### config.mk
export PLATFORM = sky130hd
export DESIGN_NAME = fir41_da_seq
export DESIGN_NICKNAME = d
export VERILOG_FILES = /design/src/rtl/fir41_pkg.sv /design/src/rtl/fir41_seq_cnt.sv /design/src/rtl/fir41_da_seq.sv
export SDC_FILE = /design/constraint.sdc
export NUM_CORES = 1
export LEC_CHECK = 0
export CAP_MARGIN = 20
export CORE_MARGIN = 1
export CORE_UTILIZATION = 49
export DETAILED_ROUTE_END_ITERATION = 7
export PLACE_DENSITY = 0.85
export REMOVE_ABC_BUFFERS = 1
export SLEW_MARGIN = 25
export SYNTH_ARGS = -nofsm -noshare
export SYNTH_HDL_FRONTEND = slang
export SYNTH_SLANG_ARGS = --single-unit
### constraint.sdc
create_clock -name clk -period 1.9 [get_ports clk]
set_input_delay 0.38 -clock clk [delete_from_list [all_inputs] [get_ports clk]]
set_output_delay 0.38 -clock clk [all_outputs]
set_load 0.02 [all_outputs]
### src/rtl/fir41_pkg.sv
// rtl/fir41_pkg.sv - shared state type, default sizes and counter helper for the FIR41 DA sequencer
package fir41_pkg;
  localparam int NBITS_DEF  = 13;
  localparam int LAT_DP_DEF = 2;
  localparam int TAPS_DEF   = 41;
  localparam int DIN_W      = 12;
  localparam int DOUT_W     = 29;
  localparam int CNT_W      = 4;

  typedef enum logic [2:0] {
    ST_INIT,
    ST_IDLE,
    ST_CALC,
    ST_DRAIN,
    ST_HOLD
  } seq_state_t;

  // A phase of n cycles is counted as n-1 down to 0.
  function automatic logic [CNT_W-1:0] cnt_load(input int n);
    return CNT_W'(n - 1);
  endfunction
endpackage

### src/rtl/fir41_seq_cnt.sv
// rtl/fir41_seq_cnt.sv - loadable down-counter with zero flag, shared by CALC and DRAIN
module fir41_seq_cnt #(
  parameter int W = 4
) (
  input  logic         clk,
  input  logic         rst_n,
  input  logic         load,
  input  logic [W-1:0] load_val,
  input  logic         en,
  output logic [W-1:0] cnt,
  output logic         zero
);
  always_ff @(posedge clk or negedge rst_n) begin
    if (!rst_n)
      cnt <= '0;
    else if (load)
      cnt <= load_val;
    else if (en && (cnt != '0))
      cnt <= cnt - 1'b1;
  end

  assign zero = (cnt == '0);
endmodule

### src/rtl/fir41_da_seq.sv
// rtl/fir41_da_seq.sv - bit-serial DA FIR sequencer; FIR41_SEQ_BACK2BACK_EN lets HOLD accept the next sample directly
module fir41_da_seq
  import fir41_pkg::*;
#(
  parameter int NBITS  = NBITS_DEF,
  parameter int LAT_DP = LAT_DP_DEF,
  parameter int TAPS   = TAPS_DEF
) (
  input  logic             clk,
  input  logic             rst_n,
  input  logic             in_valid,
  output logic             in_ready,
  output logic             shift_en,
  output logic [CNT_W-1:0] bit_idx,
  output logic             acc_clr,
  output logic             acc_en,
  output logic             acc_sub,
  output logic             out_valid,
  input  logic             out_ready,
  output logic             primed,
  output logic             busy
);
  localparam int               FW       = $clog2(TAPS + 1);
  localparam logic [FW-1:0]    FILL_MAX = FW'(TAPS);
  localparam logic [CNT_W-1:0] LAST_BIT = cnt_load(NBITS);
  localparam logic [CNT_W-1:0] DRAIN_LD = cnt_load(LAT_DP);

  seq_state_t       state, state_nxt;
  logic [CNT_W-1:0] cnt, cnt_ld_val;
  logic             cnt_zero, cnt_ld, cnt_en, accept;
  logic [FW-1:0]    fill;

  assign accept   = in_valid & in_ready;
  assign shift_en = accept;

  // The counter runs LAST_BIT..0 in CALC, so bit_idx is its complement.
  assign cnt_ld     = accept | ((state == ST_CALC) & cnt_zero);
  assign cnt_ld_val = accept ? LAST_BIT : DRAIN_LD;
  assign cnt_en     = (state == ST_CALC) | (state == ST_DRAIN);

  fir41_seq_cnt #(.W(CNT_W)) u_cnt (
    .clk      (clk),
    .rst_n    (rst_n),
    .load     (cnt_ld),
    .load_val (cnt_ld_val),
    .en       (cnt_en),
    .cnt      (cnt),
    .zero     (cnt_zero)
  );

  always_ff @(posedge clk or negedge rst_n) begin
    if (!rst_n)
      state <= ST_INIT;
    else
      state <= state_nxt;
  end

  always_comb begin
    state_nxt = state;
    case (state)
      ST_INIT:  state_nxt = ST_IDLE;
      ST_IDLE:  if (accept) state_nxt = ST_CALC;
      ST_CALC:  if (cnt_zero) state_nxt = ST_DRAIN;
      ST_DRAIN: if (cnt_zero) state_nxt = ST_HOLD;
      ST_HOLD:  if (out_ready) state_nxt = accept ? ST_CALC : ST_IDLE;
      default:  state_nxt = ST_INIT;
    endcase
  end

  always_comb begin
    in_ready  = 1'b0;
    acc_en    = 1'b0;
    acc_clr   = 1'b0;
    acc_sub   = 1'b0;
    bit_idx   = '0;
    out_valid = 1'b0;
    busy      = (state != ST_INIT) && (state != ST_IDLE);
    case (state)
      ST_IDLE: in_ready = 1'b1;
      ST_CALC: begin
        acc_en  = 1'b1;
        bit_idx = LAST_BIT - cnt;
        acc_clr = (cnt == LAST_BIT);
        acc_sub = cnt_zero;
      end
      ST_HOLD: begin
        out_valid = 1'b1;
`ifdef FIR41_SEQ_BACK2BACK_EN
        in_ready  = out_ready;
`else
        in_ready  = 1'b0;
`endif
      end
      default: ;
    endcase
  end

  always_ff @(posedge clk or negedge rst_n) begin
    if (!rst_n)
      fill <= '0;
    else if (accept && (fill != FILL_MAX))
      fill <= fill + 1'b1;
  end

  assign primed = (fill == FILL_MAX);
endmodule

==> qor.tcl, run 1 <==
set qor(synth.cell_area_um2) 783
set qor(die_area_mm2) 0.00176
set qor(clockRootBuffer) {clkbuf_4}
set qor(syn_inst) 81
set qor(detailed_place_hpwl_um) 1310
set qor(critical_path_cell_sequence) {inv_2 -> ha_4 -> or3b_4 -> nor2_4 -> buf_6}
set qor(worstPathArrival_ps) 1470
set qor(cts_tree) {yes}
set qor(synth_compound_gate_area_share_pct) 12.1
set qor(floorplan.die.width_um) 42.0
set qor(max_cap_violations) 0
set qor(number_of_i_o_port_buffers) 15
set qor(max_freq_ghz) 0.541
set qor(antenna_cells) 0
set qor(cpMaxStageDelayCell) {dfrtp_1}
set qor(max-slew-margin-rel_pct) 64.6
set qor(area_delta_synth_final_pct) 40.3
set qor(placed_cell_area_mm2) 0.00108
set qor(largest_net_degree_at_the_start_of_global_routing) 14
set qor(post_synth_main_area_contributors) {dfrtp_1, ha_1, xnor2_1}
set qor(boundaryPins) 16
set qor(floorplan.initialDensity_pct) 52.0
set qor(syn_area_per_cell_um2) 9.67
set qor(ff2ff_path_depth) 6
set qor(die_height_um) 42.0
set qor(yosys_most_used_dff) {dfrtp_1}
set qor(core_box_area_mm2) 0.00151
set qor(antenna_violating_nets_post_route) 0
set qor(finClkSkew_ps) 0.456
set qor(final-hold-violation-count) 0
set qor(layout_worst_path_cycle_share_pct) 97.3
set qor(routed_vias_inst) 5.23
set qor(finalNonFillerCells) 133
set qor(clockBufferDepth) 2
set qor(worstSetupStartpointType) {flip-flop}
set qor(cts-buffers-inserted) 3
set qor(setup_viol_count_final) 0
set qor(worst_margin_pin_slew_ps) 529
set qor(crit_type) {flip-flop to primary output}
set qor(detail_route.iter0.violations) 13
set qor(synth_top_family_by_area) {simple AND/OR/NAND/NOR gates}
set qor(powerDensity_mw_per_mm2) 1670
set qor(crit_path_max_incr_delay_ps) 400
set qor(cts.clk_slew.worst_paths_ps) 70
set qor(critical_path_peak_fanout) 2
set qor(cts.sinks) 13
set qor(synth_edf_count) 0
set qor(drv_slew) 0
set qor(status) {finished clean}
set qor(final_layout_size_suffix_gt1_share_pct) 33.3
set qor(power.leakage_uw) 0.000542
set qor(gp_congestion) 0.835
set qor(postLayoutCellArea_mm2) 0.00110
set qor(detail_route.wl_per_cell_um) 12.1
set qor(grt_pass1_wl_um) 2640
set qor(synth_cell_type_count) 31
set qor(worst_hold_path_type) {input port to asynchronous set/reset pin}
set qor(yosysMostFrequentCell) {dfrtp_1}
set qor(dr_total_vias) 696
set qor(routed_wl_um) 1620
set qor(yosys_warnings) 0
set qor(antenna_found_initial) 0
set qor(synth_xor_xnor_area_share_pct) 7.83
set qor(synth.cells.most_frequent) {dfrtp_1, inv_1, nor2_1, nand2_1, xnor2_1}
set qor(postCtsHoldBufs) 0
set qor(layout_min_cycle_time_ps) 1850
set qor(worst_setup_path_end_kind) {primary output}
set qor(worst-path-stages) 5
set qor(overflow) 0
set qor(cts.htree.levels) 1
set qor(worst-path-buf-inv) 2
set qor(synth_top_cell_by_area) {dfrtp_1}
set qor(post_synth_mux_area_share_pct) 1.28
set qor(grt_util_all_layers_pct) 20.1
set qor(number_of_global_route_vias_before_repair) 660
set qor(fin_nets) 126
set qor(drt-pass1-iter-count) 4
set qor(postSynthRegisterBits) 13
set qor(clk_latency_ps) 270
set qor(synth-seq-area-share_pct) 41.5
set qor(cp_data_required_time_ps) 1520
set qor(timing.hold.ws_ps) 456
set qor(synth-async-reset-ratio_pct) 100
set qor(synth_simple_gate_area_share_pct) 25.6
set qor(synthAdderAreaFrac_pct) 6.39
set qor(vdd.ir_drop.worst_mv) 0.958
set qor(drt_drc_violations_left) 0
set qor(total_power_uw) 1830
set qor(placement_row_count) 14
set qor(placedCellCount) 129
set qor(rsz0062_at_grt) {yes}
set qor(yosys.area.top_type_share_pct) 41.5
set qor(critPathTopFamily) {simple AND/OR/NAND/NOR gates}
## cell families after synthesis
group | count (synthesis)
simple gates | 32
compound gates | 15
flops | 13
buf+inv | 9
xor+xnor | 7
fa+ha+maj | 4
mux | 1
## final cells by class
class                           count  area, um2
Tap cell                           16       20.0
Timing Repair Buffer               33        255
Fill cell                         108        408
Inverter                            8       30.0
Clock buffer                        4       26.3
Multi-Input combinational cell     59        442
Sequential cell                    13        325
## layer usage
layer	share of wire, %	track usage (%)	up-vias	wire length, um
li1	-	-	351	-
met4	1.2	1.94	0	19
met5	0	0	-	0
met2	49	33.4	15	794
met1	45	25.9	328	729
met3	4.5	7.76	2	72
## what timing repair did
item	in CTS	in global routing
buffers inserted	0	0
endpoints found under the setup margin	12	8
resized for setup	21	17
## cells in the final DEF (no fill, tap or decap), drive strengths merged
cell,netlist,final
nor2,8,8
nor2b,1,1
o221ai,1,1
clkbuf,0,7
nand2,6,6
dfrtp,13,13
o22ai,1,1
xor2,2,2
clkdlybuf4s50,0,3
o21a,1,1
a31oi,1,1
and3,2,2
and2,1,1
nor3,1,1
o21ai,4,4
clkdlybuf4s15,0,1
a211o,1,1
ha,4,4
nand3b,1,1
xnor2,5,5
mux2i,1,1
dlygate4sd2,0,5
o41ai,1,1
buf,1,21
or3b,1,1
nand3,3,3
o32ai,1,1
and4bb,1,1
nand4bb,1,1
nand2b,1,1
nor3b,1,1
a21oi,4,4
inv,8,8
or2,2,2
nand4,2,2
## report_power, final
part	total (uW)	internal, uW	switching, uW	leakage (uW)
Combinational	1170	567	605	0.000368
Clock	161	81.3	79.4	0.0000150
Sequential	500	398	102	0.000159
## registers in the layout (all words and copies together) (netlist names)
name	flops
state	3
fill	6
u_cnt.cnt	4
## worst paths after layout
path / slack (ps) / from / to
setup / recovery: 50 / u_cnt.cnt[0] / acc_sub
hold / removal: 460 / rst_n / fill[5]
setup reg to reg: 390 / u_cnt.cnt[0] / u_cnt.cnt[0]
hold reg to reg: 480 / fill[5] / fill[5]
max in group asynchronous: 1090 / rst_n / fill[1]
min in group clk: 480 / fill[5] / fill[5]
## stage by stage
step	setup WS (ps)	utilization (%)	TNS, ps
2_1_floorplan	110	-	0
3_3_place_gp	-192	71.5	-323
3_5_place_dp	-228	71.5	-460
4_1_cts	2.04	72.7	0
5_1_grt	-23.0	72.9	-23.0
6_report	51.5	72.9	0
Note: power is estimated with default switching activity, not from simulation.
==> run 2: changes to the inputs <==
--- a/config.mk
+++ b/config.mk
@@ -5,12 +5,15 @@
 export SDC_FILE = /design/constraint.sdc
 export NUM_CORES = 1
 export LEC_CHECK = 0
+export ABC_CLOCK_PERIOD_IN_PS = 1900
 export CAP_MARGIN = 20
 export CORE_MARGIN = 1
 export CORE_UTILIZATION = 49
+export CTS_CLUSTER_DIAMETER = 30
 export DETAILED_ROUTE_END_ITERATION = 7
 export PLACE_DENSITY = 0.85
 export REMOVE_ABC_BUFFERS = 1
+export SETUP_SLACK_MARGIN = 0.1
 export SLEW_MARGIN = 25
 export SYNTH_ARGS = -nofsm -noshare
 export SYNTH_HDL_FRONTEND = slang
==> qor.tcl, run 2 (synthesized netlist as in run 1, its figures left out) <==
set qor(setup_viol_count_final) 0
set qor(final_layout_size_suffix_gt1_share_pct) 39.8
set qor(finClkSkew_ps) 2.15
set qor(detail_route.iter0.violations) 24
set qor(die_height_um) 42.0
set qor(detailed_place_hpwl_um) 1310
set qor(max_freq_ghz) 0.537
set qor(overflow) 0
set qor(power.net_switching_uw) 843
set qor(largest_net_degree_at_the_start_of_global_routing) 14
set qor(largest_register_ffs) 6
set qor(cts.htree.levels) 1
set qor(final-hold-violation-count) 0
set qor(core_box_area_mm2) 0.00151
set qor(cts.clk_slew.worst_paths_ps) 70
set qor(ff2ff_path_depth) 6
set qor(powerDensity_mw_per_mm2) 1720
set qor(cts_tree) {yes}
set qor(internal_power_uw) 1090
set qor(crit_path_max_incr_delay_ps) 400
set qor(timing.hold.ws_ps) 460
set qor(finalNonFillerCells) 134
set qor(largest-register) {fill}
set qor(layout.cells.most_common) {buf_4}
set qor(layout_min_cycle_time_ps) 1860
set qor(reg2reg_to) {u_cnt.cnt[0]}
set qor(power.share.switching_pct) 43.6
set qor(grt_util_all_layers_pct) 20.8
set qor(max-slew-margin-rel_pct) 63.6
set qor(number_of_i_o_port_buffers) 15
set qor(worst_margin_pin_slew_ps) 545
set qor(die_area_mm2) 0.00176
set qor(clockRootBuffer) {clkbuf_4}
set qor(number_of_global_route_vias_before_repair) 689
set qor(status) {finished clean}
set qor(critPathTopFamily) {simple AND/OR/NAND/NOR gates}
set qor(worstPathArrival_ps) 1480
set qor(antenna_cells) 0
set qor(placed_cell_area_mm2) 0.00108
set qor(detail_route.wl_per_cell_um) 13.8
set qor(boundaryPins) 16
set qor(power.leakage_uw) 0.000547
set qor(floorplan.die.width_um) 42.0
set qor(power.clock.fraction_pct) 8.4
set qor(timing.setup.tns_ps) 0
set qor(top_registers) {fill (6), u_cnt.cnt (4), state (3)}
set qor(routed_vias_inst) 5.45
set qor(postLayoutCellArea_mm2) 0.00112
set qor(vdd.ir_drop.worst_mv) 0.975
set qor(grt_pass1_wl_um) 2720
set qor(power.share.sequential_pct) 26.6
set qor(crit_type) {flip-flop to primary output}
set qor(routed_wl_um) 1850
set qor(dr_total_vias) 730
set qor(drt-pass1-iter-count) 4
set qor(antenna_violating_nets_post_route) 0
set qor(clockBufferDepth) 2
set qor(worst_setup_path_end_kind) {primary output}
set qor(cpMaxStageDelayCell) {dfrtp_1}
set qor(placement_row_count) 14
set qor(drt_drc_violations_left) 0
set qor(placedCellCount) 129
set qor(clk_latency_ps) 270
set qor(rsz0062_at_grt) {yes}
set qor(layout.cells.most_common_list) {buf_4, dfrtp_1, nor2_1}
set qor(worstSetupStartpointType) {flip-flop}
set qor(drv_slew) 0
set qor(critical_path_peak_fanout) 2
set qor(num-fill-cells) 107
set qor(area_delta_synth_final_pct) 43.6
set qor(cp_data_required_time_ps) 1520
set qor(antenna_found_initial) 0
set qor(critical_path_cell_sequence) {inv_2 -> ha_4 -> or3b_4 -> nor2_4 -> buf_6}
set qor(gp_congestion) 0.835
set qor(layout_worst_path_cycle_share_pct) 98.1
set qor(cts-buffers-inserted) 3
set qor(worst-path-buf-inv) 2
set qor(max_cap_violations) 0
set qor(fin_nets) 127
set qor(worst_hold_path_type) {input port to asynchronous set/reset pin}
set qor(fin_util_pct) 74.7
set qor(r2r_slack_ps) 400
set qor(cts.sinks) 13
set qor(worst_r2r_startpoint) {u_cnt.cnt[0]}
set qor(postCtsHoldBufs) 0
set qor(combinational_power_share_pct) 65.0
set qor(floorplan.initialDensity_pct) 52.0
[run 2: final cells by class]
class                      instances  area, um2  share of cell area (%)
clock buffer                       4       26.3                    2.34
tap                               16       20.0                    1.78
sequential                        13        325                    28.9
multi-input combinational         59        462                    41.0
timing repair buffer              34        262                    23.2
inverter                           8       30.0                    2.67
[run 2: timing repair]
item,in CTS,in global routing
resized for setup,36,22
hold endpoints to repair,0,0
pin swaps,0,2
buffers inserted,0,1
endpoints found under the setup margin,12,10
[run 2: worst max path at each step]
stage,start,end,depth (start not counted)
after floorplan,u_cnt.cnt[0],acc_sub,4
after global placement,in_valid,shift_en,4
after detailed placement,in_valid,shift_en,4
after CTS,u_cnt.cnt[0],acc_sub,5
after global routing,u_cnt.cnt[1],acc_sub,5
final,u_cnt.cnt[0],acc_sub,5
[run 2: power by group through the flow]
stage	registers [uW]	logic (uW)	clock network [uW]
2_1_floorplan	534	618	0
3_3_place_gp	493	1170	0
3_5_place_dp	499	1200	0
4_1_cts	494	1160	166
5_1_grt	529	1360	180
6_report	514	1260	162
[run 2: worst reg2reg max path, delay by kind of cell (launching register included)]
family	cells	cell delay (ps)
adder cells (fa/ha/maj)	1	120
flip-flops	1	400
buffers and inverters	2	240
AND/OR/NAND/NOR	1	390
AO/OA/AOI/OAI	2	300
[run 2: metal layers]
layer	track usage [%]	vias up	wire, um
met5	0	-	0
met4	6.45	0	48
met3	7.76	4	97
met2	33.4	30	902
met1	25.9	339	801
li1	-	357	-
[run 2: per-stage QoR]
| step | setup WS [ps] | power [uW] |
|---|---|---|
| after floorplan | 110 | 1150 |
| after global placement | -192 | 1660 |
| after detailed placement | -228 | 1690 |
| after CTS | 10.8 | 1820 |
| after global routing | -14.1 | 2070 |
| final | 36.9 | 1930 |
==> run 3: changes to the inputs <==
--- a/config.mk
+++ b/config.mk
@@ -7,7 +7,7 @@
 export LEC_CHECK = 0
 export ABC_CLOCK_PERIOD_IN_PS = 1900
 export CAP_MARGIN = 20
-export CORE_MARGIN = 1
+export CORE_MARGIN = 8
 export CORE_UTILIZATION = 49
 export CTS_CLUSTER_DIAMETER = 30
 export DETAILED_ROUTE_END_ITERATION = 7
==> constraint.sdc (replaced) <==
create_clock -name clk -period 1.9 [get_ports clk]
set_input_delay 0.19 -clock clk [delete_from_list [all_inputs] [get_ports clk]]
set_output_delay 0.19 -clock clk [all_outputs]
set_load 0.02 [all_outputs]
==> qor.tcl, run 3 (synthesized netlist as in run 1, its figures left out) <==
set qor(largest-register) {fill}
set qor(worst_margin_pin_slew_ps) 569
set qor(detail_route.iter0.violations) 10
set qor(placedCellCount) 123
set qor(worstPathArrival_ps) 1540
set qor(grt_util_all_layers_pct) 11.8
set qor(cts-buffers-inserted) 3
set qor(core_box_area_mm2) 0.00151
set qor(fin_nets) 121
set qor(worst_r2r_startpoint) {u_cnt.cnt[0]}
set qor(detailed_place_hpwl_um) 1370
set qor(area_delta_synth_final_pct) 33.4
set qor(largest_register_ffs) 6
set qor(die_height_um) 56.0
set qor(layout_min_cycle_time_ps) 1730
set qor(worstSetupStartpointType) {flip-flop}
set qor(placement_row_count) 14
set qor(drv_slew) 0
set qor(antenna_cells) 0
set qor(power.leakage_uw) 0.000519
set qor(layout.cells.most_common_list) {dfrtp_1, buf_4, inv_1, nor2_1}
set qor(floorplan.initialDensity_pct) 52.0
set qor(clockRootBuffer) {clkbuf_4}
set qor(dr_total_vias) 691
set qor(cts.clk_slew.worst_paths_ps) 80
set qor(cts.htree.levels) 1
set qor(crit_path_max_incr_delay_ps) 390
set qor(drt_drc_violations_left) 0
set qor(overflow) 0
set qor(finalNonFillerCells) 128
set qor(placed_cell_area_mm2) 0.00103
set qor(number_of_global_route_vias_before_repair) 681
set qor(setup_viol_count_final) 0
set qor(cts.sinks) 13
set qor(routed_wl_um) 1710
set qor(critical_path_cell_sequence) {inv_1 -> ha_1 -> or3b_4 -> nor2_1 -> clkbuf_2}
set qor(vdd.ir_drop.worst_mv) 0.842
set qor(critical_path_peak_fanout) 2
set qor(rsz0062_at_grt) {yes}
set qor(layout_worst_path_cycle_share_pct) 91.2
set qor(drt-pass1-iter-count) 4
set qor(critPathLaunch) {u_cnt.cnt[0]}
set qor(worst_slack_ps) 168
set qor(number_of_i_o_port_buffers) 15
set qor(max-slew-margin-rel_pct) 61.9
set qor(cts_tree) {yes}
set qor(final_layout_size_suffix_gt1_share_pct) 26.8
set qor(routed_vias_inst) 5.40
set qor(die_area_mm2) 0.00313
set qor(antenna_violating_nets_post_route) 0
set qor(clk_latency_ps) 270
set qor(postLayoutCellArea_mm2) 0.00104
set qor(floorplan.die.width_um) 56.0
set qor(final-hold-violation-count) 0
set qor(cp_data_required_time_ps) 1710
set qor(clockBufferDepth) 2
set qor(max_cap_violations) 0
set qor(timing.setup.tns_ps) 0
set qor(powerDensity_mw_per_mm2) 1690
set qor(fin_util_pct) 69.4
set qor(largest_net_degree_at_the_start_of_global_routing) 14
set qor(detail_route.wl_per_cell_um) 13.4
set qor(boundaryPins) 16
set qor(status) {finished clean}
set qor(worst_setup_path_end_kind) {primary output}
set qor(antenna_found_initial) 0
set qor(gp_congestion) 0.841
set qor(top_registers) {fill (6), u_cnt.cnt (4), state (3)}
set qor(worst_hold_path_type) {input port to asynchronous set/reset pin}
set qor(finClkSkew_ps) 0.625
set qor(max_freq_ghz) 0.577
set qor(crit_type) {flip-flop to primary output}
set qor(cpMaxStageDelayCell) {dfrtp_1}
set qor(pre_cts_slack_ps) 46.6
set qor(grt_pass1_wl_um) 3060
[run 3: cell types whose count changed in the layout (fill, tap and decap cells not counted), moves of 2 or more]
| cell | delta |
|---|---|
| buf_4 | -7 |
| ha_1 | +2 |
| inv_2 | -3 |
| clkbuf_2 | +3 |
| buf_2 | -4 |
| ha_4 | -2 |
| inv_1 | +3 |
| buf_6 | -2 |
| dlygate4sd2_1 | +2 |
[run 3: path summary, 6_finish.rpt]
| check | slack [ps] | endpoint | cells past startpoint |
|---|---|---|---|
| max in group asynchronous | 1260 | state[2] | 1 |
| worst min-delay path | 270 | fill[4] | 1 |
| worst min register to register | 490 | fill[5] | 1 |
| min in group clk | 490 | fill[5] | 1 |
| worst max-delay path | 170 | acc_sub | 5 |
| worst max register to register | 300 | state[1] | 6 |
[run 3: metrics by stage]
stage / power [uW] / hold WS (ps)
after floorplan: 1150 / -106
after global placement: 1610 / 459
after detailed placement: 1640 / 477
after CTS: 1790 / 293
after global routing: 1930 / 302
final: 1770 / 274
[run 3: area by class of cell]
| class | instances | area (um2) |
|---|---|---|
| fill | 112 | 462 |
| multi-input combinational | 59 | 422 |
| sequential | 13 | 325 |
| timing repair buffer | 28 | 221 |
| inverter | 8 | 30.0 |
| clock buffer | 4 | 26.3 |
| tap | 16 | 20.0 |
[run 3: power by group]
group / switching (uW) / internal [uW]
clock network: 94.0 / 81.4
logic: 561 / 517
registers: 117 / 397
[run 3: routing by layer]
metal	share of wire, %	vias to the layer above	global-route usage [%]
li1	-	344	-
met1	44	326	13.5
met2	50	19	19.0
met3	5.6	2	5.02
met4	0.53	0	3.78
met5	0	-	0
[run 3: repair_timing]
item | CTS | global route
hold buffers | 0 | 0
setup endpoints to repair | 11 | 9
gates resized for setup | 15 | 12
setup buffers | 1 | 0
cloned | 0 | 0
hold endpoints to repair | 0 | 0
[run 3: critical path, delay by kind of cell (launching register included)]
family | cells | cell delay (ps)
buffers and inverters | 2 | 250
flip-flops | 1 | 390
AND/OR/NAND/NOR | 2 | 470
adder cells (fa/ha/maj) | 1 | 160
